--- src/rtl/fetch_pkg.sv ---
// rtl/fetch_pkg.sv - shared constants and state type for the instruction fetch controller
package fetch_pkg;

  localparam logic [31:0] NOP_INSTR = 32'h0000_0000;
  localparam logic [31:0] PC_STEP   = 32'd4;

  typedef enum logic [1:0] {
    S_BOOT,
    S_RUN,
    S_FULL,
    S_DROP
  } fetch_state_e;

endpackage

--- src/rtl/fetch_skid_buf.sv ---
// rtl/fetch_skid_buf.sv - one-entry holding register for an instruction acked during a stall
module fetch_skid_buf (
  input  logic        clk,
  input  logic        rst_n,
  input  logic        load,
  input  logic        clear,
  input  logic        pop,
  input  logic [31:0] in_instr,
  input  logic [31:0] in_npc,
  output logic        valid,
  output logic [31:0] instr,
  output logic [31:0] npc
);

  logic        valid_q, valid_d;
  logic [31:0] instr_q, instr_d;
  logic [31:0] npc_q, npc_d;

  // Clear beats load beats pop; a redirect must never leave a stale entry behind
  always_comb begin
    valid_d = valid_q;
    instr_d = instr_q;
    npc_d   = npc_q;
    if (clear) begin
      valid_d = 1'b0;
    end else if (load) begin
      valid_d = 1'b1;
      instr_d = in_instr;
      npc_d   = in_npc;
    end else if (pop) begin
      valid_d = 1'b0;
    end
  end

  // Entry storage
  always_ff @(posedge clk or negedge rst_n) begin
    if (!rst_n) begin
      valid_q <= 1'b0;
      instr_q <= 32'h0;
      npc_q   <= 32'h0;
    end else begin
      valid_q <= valid_d;
      instr_q <= instr_d;
      npc_q   <= npc_d;
    end
  end

  assign valid = valid_q;
  assign instr = instr_q;
  assign npc   = npc_q;

endmodule

--- src/rtl/fetch_ctrl.sv ---
// rtl/fetch_ctrl.sv - PC owner, imem req/ack sequencer and IF/ID input driver with stall/flush
module fetch_ctrl #(
  parameter logic [31:0] RESET_PC  = 32'h0000_0000,
  parameter logic [31:0] NOP_INSTR = fetch_pkg::NOP_INSTR,
  parameter logic [31:0] PC_STEP   = fetch_pkg::PC_STEP
) (
  input  logic        clk,
  input  logic        rst_n,
  output logic        imem_req,
  output logic [31:0] imem_addr,
  input  logic        imem_ack,
  input  logic [31:0] imem_rdata,
  input  logic        stall,
  input  logic        redirect,
  input  logic [31:0] redirect_pc,
  output logic [31:0] fetch_instr,
  output logic [31:0] fetch_npc,
  output logic        fetch_valid
);
  import fetch_pkg::*;

  fetch_state_e state_q, state_d;
  logic [31:0]  pc_q, pc_d;
  logic [31:0]  addr_q, addr_d;
  logic         req_q, req_d;
  logic [31:0]  instr_q, instr_d;
  logic [31:0]  npc_q, npc_d;
  logic         valid_q, valid_d;

  logic         ack;
  logic [31:0]  addr_inc;
  logic         buf_load, buf_clear, buf_pop;
  logic         buf_valid;
  logic [31:0]  buf_instr, buf_npc;

  // An ack only means something while a request is actually on the bus
  assign ack      = imem_ack & req_q;
  assign addr_inc = addr_q + PC_STEP;

  // Request sequencing: state, bus address and the redirect target (pc)
  always_comb begin
    state_d = state_q;
    addr_d  = addr_q;
    unique case (state_q)
      S_BOOT: begin
        state_d = S_RUN;
        if (redirect) addr_d = redirect_pc;
      end
      S_RUN: begin
        if (redirect) begin
          if (ack) addr_d = redirect_pc;
          else     state_d = S_DROP;
        end else if (ack) begin
          addr_d = addr_inc;
          if (stall) state_d = S_FULL;
        end
      end
      S_FULL: begin
        if (redirect) begin
          addr_d  = redirect_pc;
          state_d = S_RUN;
        end else if (!stall) begin
          state_d = S_RUN;
        end
      end
      S_DROP: begin
        if (ack) begin
          addr_d  = redirect ? redirect_pc : pc_q;
          state_d = S_RUN;
        end
      end
      default: state_d = S_BOOT;
    endcase

    // pc follows the bus address except while a dropped request is still in flight
    pc_d = pc_q;
    if (redirect)               pc_d = redirect_pc;
    else if (state_q != S_DROP) pc_d = addr_d;

    req_d = (state_d == S_RUN) || (state_d == S_DROP);
  end

  // IF/ID input selection: redirect > stall > skid buffer > fresh ack > bubble
  always_comb begin
    instr_d   = instr_q;
    npc_d     = npc_q;
    valid_d   = valid_q;
    buf_load  = 1'b0;
    buf_clear = 1'b0;
    buf_pop   = 1'b0;
    if (redirect) begin
      instr_d   = NOP_INSTR;
      valid_d   = 1'b0;
      buf_clear = 1'b1;
    end else if (stall) begin
      if (ack && state_q == S_RUN) buf_load = 1'b1;
    end else if (buf_valid) begin
      instr_d = buf_instr;
      npc_d   = buf_npc;
      valid_d = 1'b1;
      buf_pop = 1'b1;
    end else if (ack && state_q == S_RUN) begin
      instr_d = imem_rdata;
      npc_d   = addr_inc;
      valid_d = 1'b1;
    end else begin
      instr_d = NOP_INSTR;
      valid_d = 1'b0;
    end
  end

  // All controller state and registered outputs
  always_ff @(posedge clk or negedge rst_n) begin
    if (!rst_n) begin
      state_q <= S_BOOT;
      pc_q    <= RESET_PC;
      addr_q  <= RESET_PC;
      req_q   <= 1'b0;
      instr_q <= NOP_INSTR;
      npc_q   <= 32'h0;
      valid_q <= 1'b0;
    end else begin
      state_q <= state_d;
      pc_q    <= pc_d;
      addr_q  <= addr_d;
      req_q   <= req_d;
      instr_q <= instr_d;
      npc_q   <= npc_d;
      valid_q <= valid_d;
    end
  end

  fetch_skid_buf u_skid (
    .clk      (clk),
    .rst_n    (rst_n),
    .load     (buf_load),
    .clear    (buf_clear),
    .pop      (buf_pop),
    .in_instr (imem_rdata),
    .in_npc   (addr_inc),
    .valid    (buf_valid),
    .instr    (buf_instr),
    .npc      (buf_npc)
  );

  assign imem_req    = req_q;
  assign imem_addr   = addr_q;
  assign fetch_instr = instr_q;
  assign fetch_npc   = npc_q;
  assign fetch_valid = valid_q;

endmodule

--- config.mk ---
export PLATFORM = sky130hd
export DESIGN_NAME = fetch_ctrl
export DESIGN_NICKNAME = d
export VERILOG_FILES = /design/src/rtl/fetch_pkg.sv /design/src/rtl/fetch_skid_buf.sv /design/src/rtl/fetch_ctrl.sv
export SDC_FILE = /design/constraint.sdc
export NUM_CORES = 1
export LEC_CHECK = 0
export ABC_AREA = 0
export CORE_MARGIN = 5
export CORE_UTILIZATION = 29
export DETAILED_ROUTE_END_ITERATION = 7
export GPL_ROUTABILITY_DRIVEN = 0
export HOLD_SLACK_MARGIN = 0.06
export PLACE_DENSITY = 0.54
export SLEW_MARGIN = 20
export SYNTH_ARGS = -nofsm -noshare
export SYNTH_HDL_FRONTEND = slang
export SYNTH_SLANG_ARGS = --single-unit
--- constraint.sdc ---
create_clock -name clk -period 4.8 [get_ports clk]
set_input_delay 0.96 -clock clk [delete_from_list [all_inputs] [get_ports clk]]
set_output_delay 0.96 -clock clk [all_outputs]
set_load 0.05 [all_outputs]
# After elaboration in Yosys (flattened, before gate mapping)
# Cells that the tools add are included.
# W data, S select, Z words.
[classes] addsub=1 bitwise_logic=4 n_reduce_logical=9 muxes=36 eq_ne=7
[ops] cell="$mux W32" count=14
[ops] cell="$pmux W32 S3" count=1
[ops] cell="$add A32 B3 Y32 const B" count=1
[ops] cell="$mux W2" count=7
[ops] cell="$mux W1" count=13
[ops] cell="$pmux W2 S4" count=1
[ops] cell="$eq A2 B2 Y1 const B" count=3
[ops] cell="$eq A2 B1 Y1 const B" count=2
[ops] cell="$reduce_bool A2 Y1" count=2
[ops] cell="$not A1 Y1" count=3
[ops] cell="$reduce_and A3 Y1" count=1
[ops] cell="$reduce_bool A3 Y1" count=1
[ops] cell="$logic_not A2 Y1" count=1
[ops] cell="$ne A2 B1 Y1 const B" count=1
[ops] cell="$ne A2 B2 Y1 const B" count=1
[ops] cell="$reduce_and A2 Y1" count=1
[ops] cell="$reduce_or A2 Y1" count=1
[ops] cell="$and A1 B1 Y1" count=1
[ops] cell="$logic_and A1 B1 Y1" count=1
[ops] cell="$logic_or A1 B1 Y1" count=1
[word_totals] regBits=197 word_cells=67 input_bits=69

# Longest topological paths before layout
[depth] word_depth=7 mapped_depth=10 depth_no_buf=7

# Modules after synthesis
# From an unflattened synthesis, not the netlist that was laid out.
[unflattened] cells_unflattened=901 area_unflattened_um2=9790.6
[by_module_without_submodules] module="fetch_ctrl" area_per_inst_um2=7049.3 seq_area_each_um2=3278.1 n_inst=1 cells_each=761
[by_module_without_submodules] module="fetch_skid_buf" area_per_inst_um2=2741.4 seq_area_each_um2=1626.6 n_inst=1 cells_each=140

# Worst setup path after synthesis
# OpenSTA, ideal clock, no wires.
[synth_path] path_type="register -> register" startpoint="reg addr_q[3], in the netlist imem_addr[3]" endpoint="reg addr_q[20], in the netlist imem_addr[20]" path_stages_with_launch=8 setup_ns=0.124 required_time_ns=4.676 arrival_time_ns=2.661 path_slack_ns=2.015 n_path_buf=1 path_cell_list="dfrtp_1 ha_1 nand4_1 or4_4 buf_6 o21a_1 o311a_1 a211o_1"
[synth_via] elab_chain_len=4
[synth_rtl] element="start, declared" line_no="fetch_ctrl.sv:24" text="logic [31:0] addr_q, addr_d;"
[synth_rtl] element="start signal, assigned" line_no="fetch_ctrl.sv:125" text="addr_q <= addr_d;"
[synth_rtl] element="$add A32 B3 Y32" line_no="fetch_ctrl.sv:38" text="assign addr_inc = addr_q + PC_STEP;"
[synth_rtl] element="$mux W32" line_no="fetch_ctrl.sv:53" text="end else if (ack) begin"
[synth_rtl] element="$mux W32" line_no="fetch_ctrl.sv:50" text="if (redirect) begin"
[synth_rtl] element="$pmux W32 S3" line_no="fetch_ctrl.sv:44" text="unique case (state_q)"
[synth_rtl] element="net addr_d[20]" line_no="fetch_ctrl.sv:24"
# The timed path passes the listed nets, and every way through them passes these cells.
# A chain may end at the register's enable or synchronous reset.

# Worst setup path in the final report
[layout_path] startpoint="in imem_ack" endpoint="reg pc_q[31]"
[layout_via] elab_chain_len=6
[layout_rtl] element="start, declared" line_no="fetch_ctrl.sv:11" text="input logic imem_ack,"
[layout_rtl] element="$and A1 B1 Y1 (*)" line_no="fetch_ctrl.sv:37" text="assign ack = imem_ack & req_q;"
[layout_rtl] element="$mux W32 (on tied branches)" line_no="fetch_ctrl.sv:53, fetch_ctrl.sv:51"
[layout_rtl] element="$mux W32" line_no="fetch_ctrl.sv:50"
[layout_rtl] element="$pmux W32 S3 (*)" line_no="fetch_ctrl.sv:44"
[layout_rtl] element="net addr_d[31]" line_no="fetch_ctrl.sv:24"
[layout_rtl] element="$mux W32 (*)" line_no="fetch_ctrl.sv:78" text="else if (state_q != S_DROP) pc_d = addr_d;"
[layout_rtl] element="$mux W32 (*)" line_no="fetch_ctrl.sv:77" text="if (redirect) pc_d = redirect_pc;"
[layout_rtl] element="end signal, assigned" line_no="fetch_ctrl.sv:124" text="pc_q <= pc_d;"
[layout_rtl] element="end, declared" line_no="fetch_ctrl.sv:23" text="logic [31:0] pc_q, pc_d;"
# The timed path passes the listed nets; every way through them passes the cells marked *. The select of a mux whose other input is x is not followed.

==> flow_metrics.py <==
metrics = {
    "synthesis": {
        "syn-instance-count": 977,
        "syn_avg_cell_area_um2": 9.68,
        "ys_warn_count": 0,
        "yosysSeqAreaShare_pct": 51.9,
        "synth_fa_ha_area_share_pct": 0.132,
        "syn_nets": 1047,
        "synth_commonest_cells": "dfrtp_1, nand2_1, nor2_1, o21ai_0, clkbuf_1",
        "muxShareOfSynthArea_pct": 8.17,
        "synth_compound_area_share_pct": 18.4,
        "yosysTopAreaCellShare_pct": 51.9,
        "synth.area.top_cells": "dfrtp_1, mux2_2, nand2_1, o21ai_0, nor2_1",
        "synth.ff_latch_count": 196,
        "ys_types": 58,
        "yosys.area_share.simple_pct": 15.0,
        "synth_edf_count": 0,
        "synth_top_area_cell": "dfrtp_1",
        "synthFlopType": "dfrtp_1",
        "synthXorXnorAreaFrac_pct": 2.59,
        "synth_area_um2": 9450,
        "synth_top_family_by_area": "compound AO/OA/AOI/OAI gates",
        "synth_most_common_cell": "dfrtp_1",
        "async_flop_share_pct": 100,
    },
    "placed_design": {
        "portBuffers": 166,
        "pre_cts_ws_ps": 1250,
        "hpwl_um": 20800,
        "place_area_um2": 11500,
    },
    "layout": {
        "nets": 1169,
        "num-fill-cells": 3303,
        "drive_gt1_share_pct": 10.2,
        "insertedDiodeCount": 0,
        "area_growth_pct": 27.3,
        "design_area_um2": 12000,
    },
    "timing": {
        "setup_viol_count_final": 0,
        "clock.fmax_mhz": 319,
        "max_slew_margin_pct": 31.2,
        "period_needed_ps": 3140,
        "worst_pin_slew_ps": 1030,
        "fin_crit_sh_pct": 65.4,
        "rsz0062_at_grt": "false",
        "tns_ps": 0,
        "hold_violations": 0,
        "setup_slack_ps": 1660,
        "skew_ps": 14.1,
        "maxSlewViolCount": 0,
        "timing.hold.ws_ps": 478,
    },
    "pwr": {
        "total_power_uw": 5330,
        "leakage_uw": 0.00497,
        "ir_drop_uv": 244,
        "p_per_area_nw_per_um2": 443,
    },
    "clock_network": {
        "cts_setup_buffers": 0,
        "cts_hold_buf": 0,
        "cts_buffers": 17,
        "cts-htree-levels": 4,
        "clk-insertion-delay-late_ps": 440,
        "cts_sinks": 196,
        "ctsResizeCount": 0,
        "tritoncts": "built",
        "cts_root_buffer": "clkbuf_16",
        "clock_path_buffers": 2,
        "clk_pin_slew_ps": 70,
    },
    "routing": {
        "totalWireLength_um": 29800,
        "drtPass1Iterations": 6,
        "vias": 7909,
        "wl_met1_um": 13700,
        "post_drt_wl_per_cell_um": 19.2,
        "ant_nets": 0,
        "vias_per_cell": 5.10,
        "drt_iter0_markers": 742,
        "wl_met2_um": 14000,
        "drcViolationCount": 0,
        "top_layer": "met5",
        "wl_met3_um": 1640,
    },
    "critical_path": {
        "cp_data_arrival_time_ps": 3460,
        "slowest_stage": "clkdlybuf4s50_1",
        "max_stage_delay_ps": 730,
        "required_ps": 5120,
        "crit_type": "in2reg",
        "critPathTopFamily": "compound AO/OA/AOI/OAI gates",
        "crit_fanout": 16,
        "crit_path_end_kind": "flop",
        "worstSetupStartpointType": "input pin",
        "crit_chain": "clkdlybuf4s50_1, and2_1, a21oi_2, buf_4, a222oi_1, o21ai_0, o221a_2",
        "critPathBufInv": 2,
    },
    "hold_path": {
        "hp-class": "reg2reg",
    },
    "floorplanning": {
        "core_um2": 32400,
        "start_util_pct": 29.2,
        "dieArea_um2": 36300,
        "die_y_um": 191,
        "num_rows": 66,
        "io_pins": 167,
        "die_x_um": 191,
    },
    "status": {
        "status": "finished, final reports clean",
    },
    "grt": {
        "antenna_found_initial": 1,
        "grt_max_degree": 94,
        "grt_pass1_vias": 7754,
        "grtUsageTotal_pct": 16.4,
        "grt_pass1_wl_um": 46500,
        "grt-ovfl-total": 0,
    },
    "run": {
        "drv_cap": 0,
    },
}
metal layers:
layer | global-route usage, % | up-vias
met5 | 0 | -
met4 | 4.42 | 2
met3 | 3.57 | 33
met2 | 25.8 | 230
met1 | 23.0 | 3898
li1 | - | 3746
worst min-delay path, cell delays in order (launching register included):
cell	delay, ps
dfrtp_1	340
nand2_1	50
o21ai_0	60
final cells by class:
cell class	count	area [um2]	share of cell area [%]
Inverter	10	37.5	0.312
Clock buffer	22	464	3.86
Sequential cell	196	4910	40.8
Tap cell	442	553	4.60
Clock inverter	8	53.8	0.447
Timing Repair Buffer	184	1820	15.1
Multi-Input combinational cell	690	4200	34.9
cells by family (layout without fill, tap and decap cells):
family | after synthesis | in the layout
AOI/OAI and AO/OA | 271 | 271
xor gates and xnor gates | 28 | 28
adders and majority gates | 1 | 1
buffers and inverters | 91 | 224
DFF | 196 | 196
muxes | 71 | 71
and+or+nand+nor | 319 | 319
per-stage QoR:
stage / instances / util [%]
CTS: 1552 / 37.2
floorplan: 977 / -
global placement: 1522 / 35.6
detailed placement: 1522 / 35.6
finish: 1552 / 37.2
global route: 1552 / 37.2
flip-flops by register name, indices dropped and copies added, names as in the netlist:
signal	count
fetch_instr	32
fetch_npc	32
imem_addr	32
pc_q	32
u_skid.instr	32
u_skid.npc	32
fetch_valid	1
imem_req	1
state_q	1
u_skid.valid	1
placed cells by master, fill, tap and decap left out, drive strengths merged, types with 20 or more instances in the layout:
cell / instances
dfrtp: 196
clkdlybuf4s50: 163
nand2: 128
nor2: 109
o21ai: 96
a21oi: 51
mux2: 49
a22oi: 44
nand3: 24
clkbuf: 23
mux2i: 22
buf: 20
final timing paths:
| kind | start | to | slack [ps] | cells past startpoint |
|---|---|---|---|---|
| worst min register to register | fetch_npc[17] | fetch_npc[17] | 480 | 2 |
| max in group asynchronous | rst_n | pc_q[17] | 3210 | 2 |
| min in group asynchronous | rst_n | fetch_instr[9] | 580 | 1 |
| worst min-delay path | fetch_npc[17] | fetch_npc[17] | 480 | 2 |
| worst max-delay path | imem_ack | pc_q[31] | 1660 | 7 |
| worst max register to register | imem_req | fetch_npc[15] | 1780 | 6 |
power by group:
part / total [uW] / leakage [uW] / internal [uW] / switching [uW]
Sequential: 2290 / 0.00246 / 2000 / 296
Combinational: 1720 / 0.00225 / 630 / 1090
Clock: 1320 / 0.000256 / 686 / 629
Total: 5330 / 0.00497 / 3310 / 2020
No activity file was read; power rests on OpenSTA's default activity.
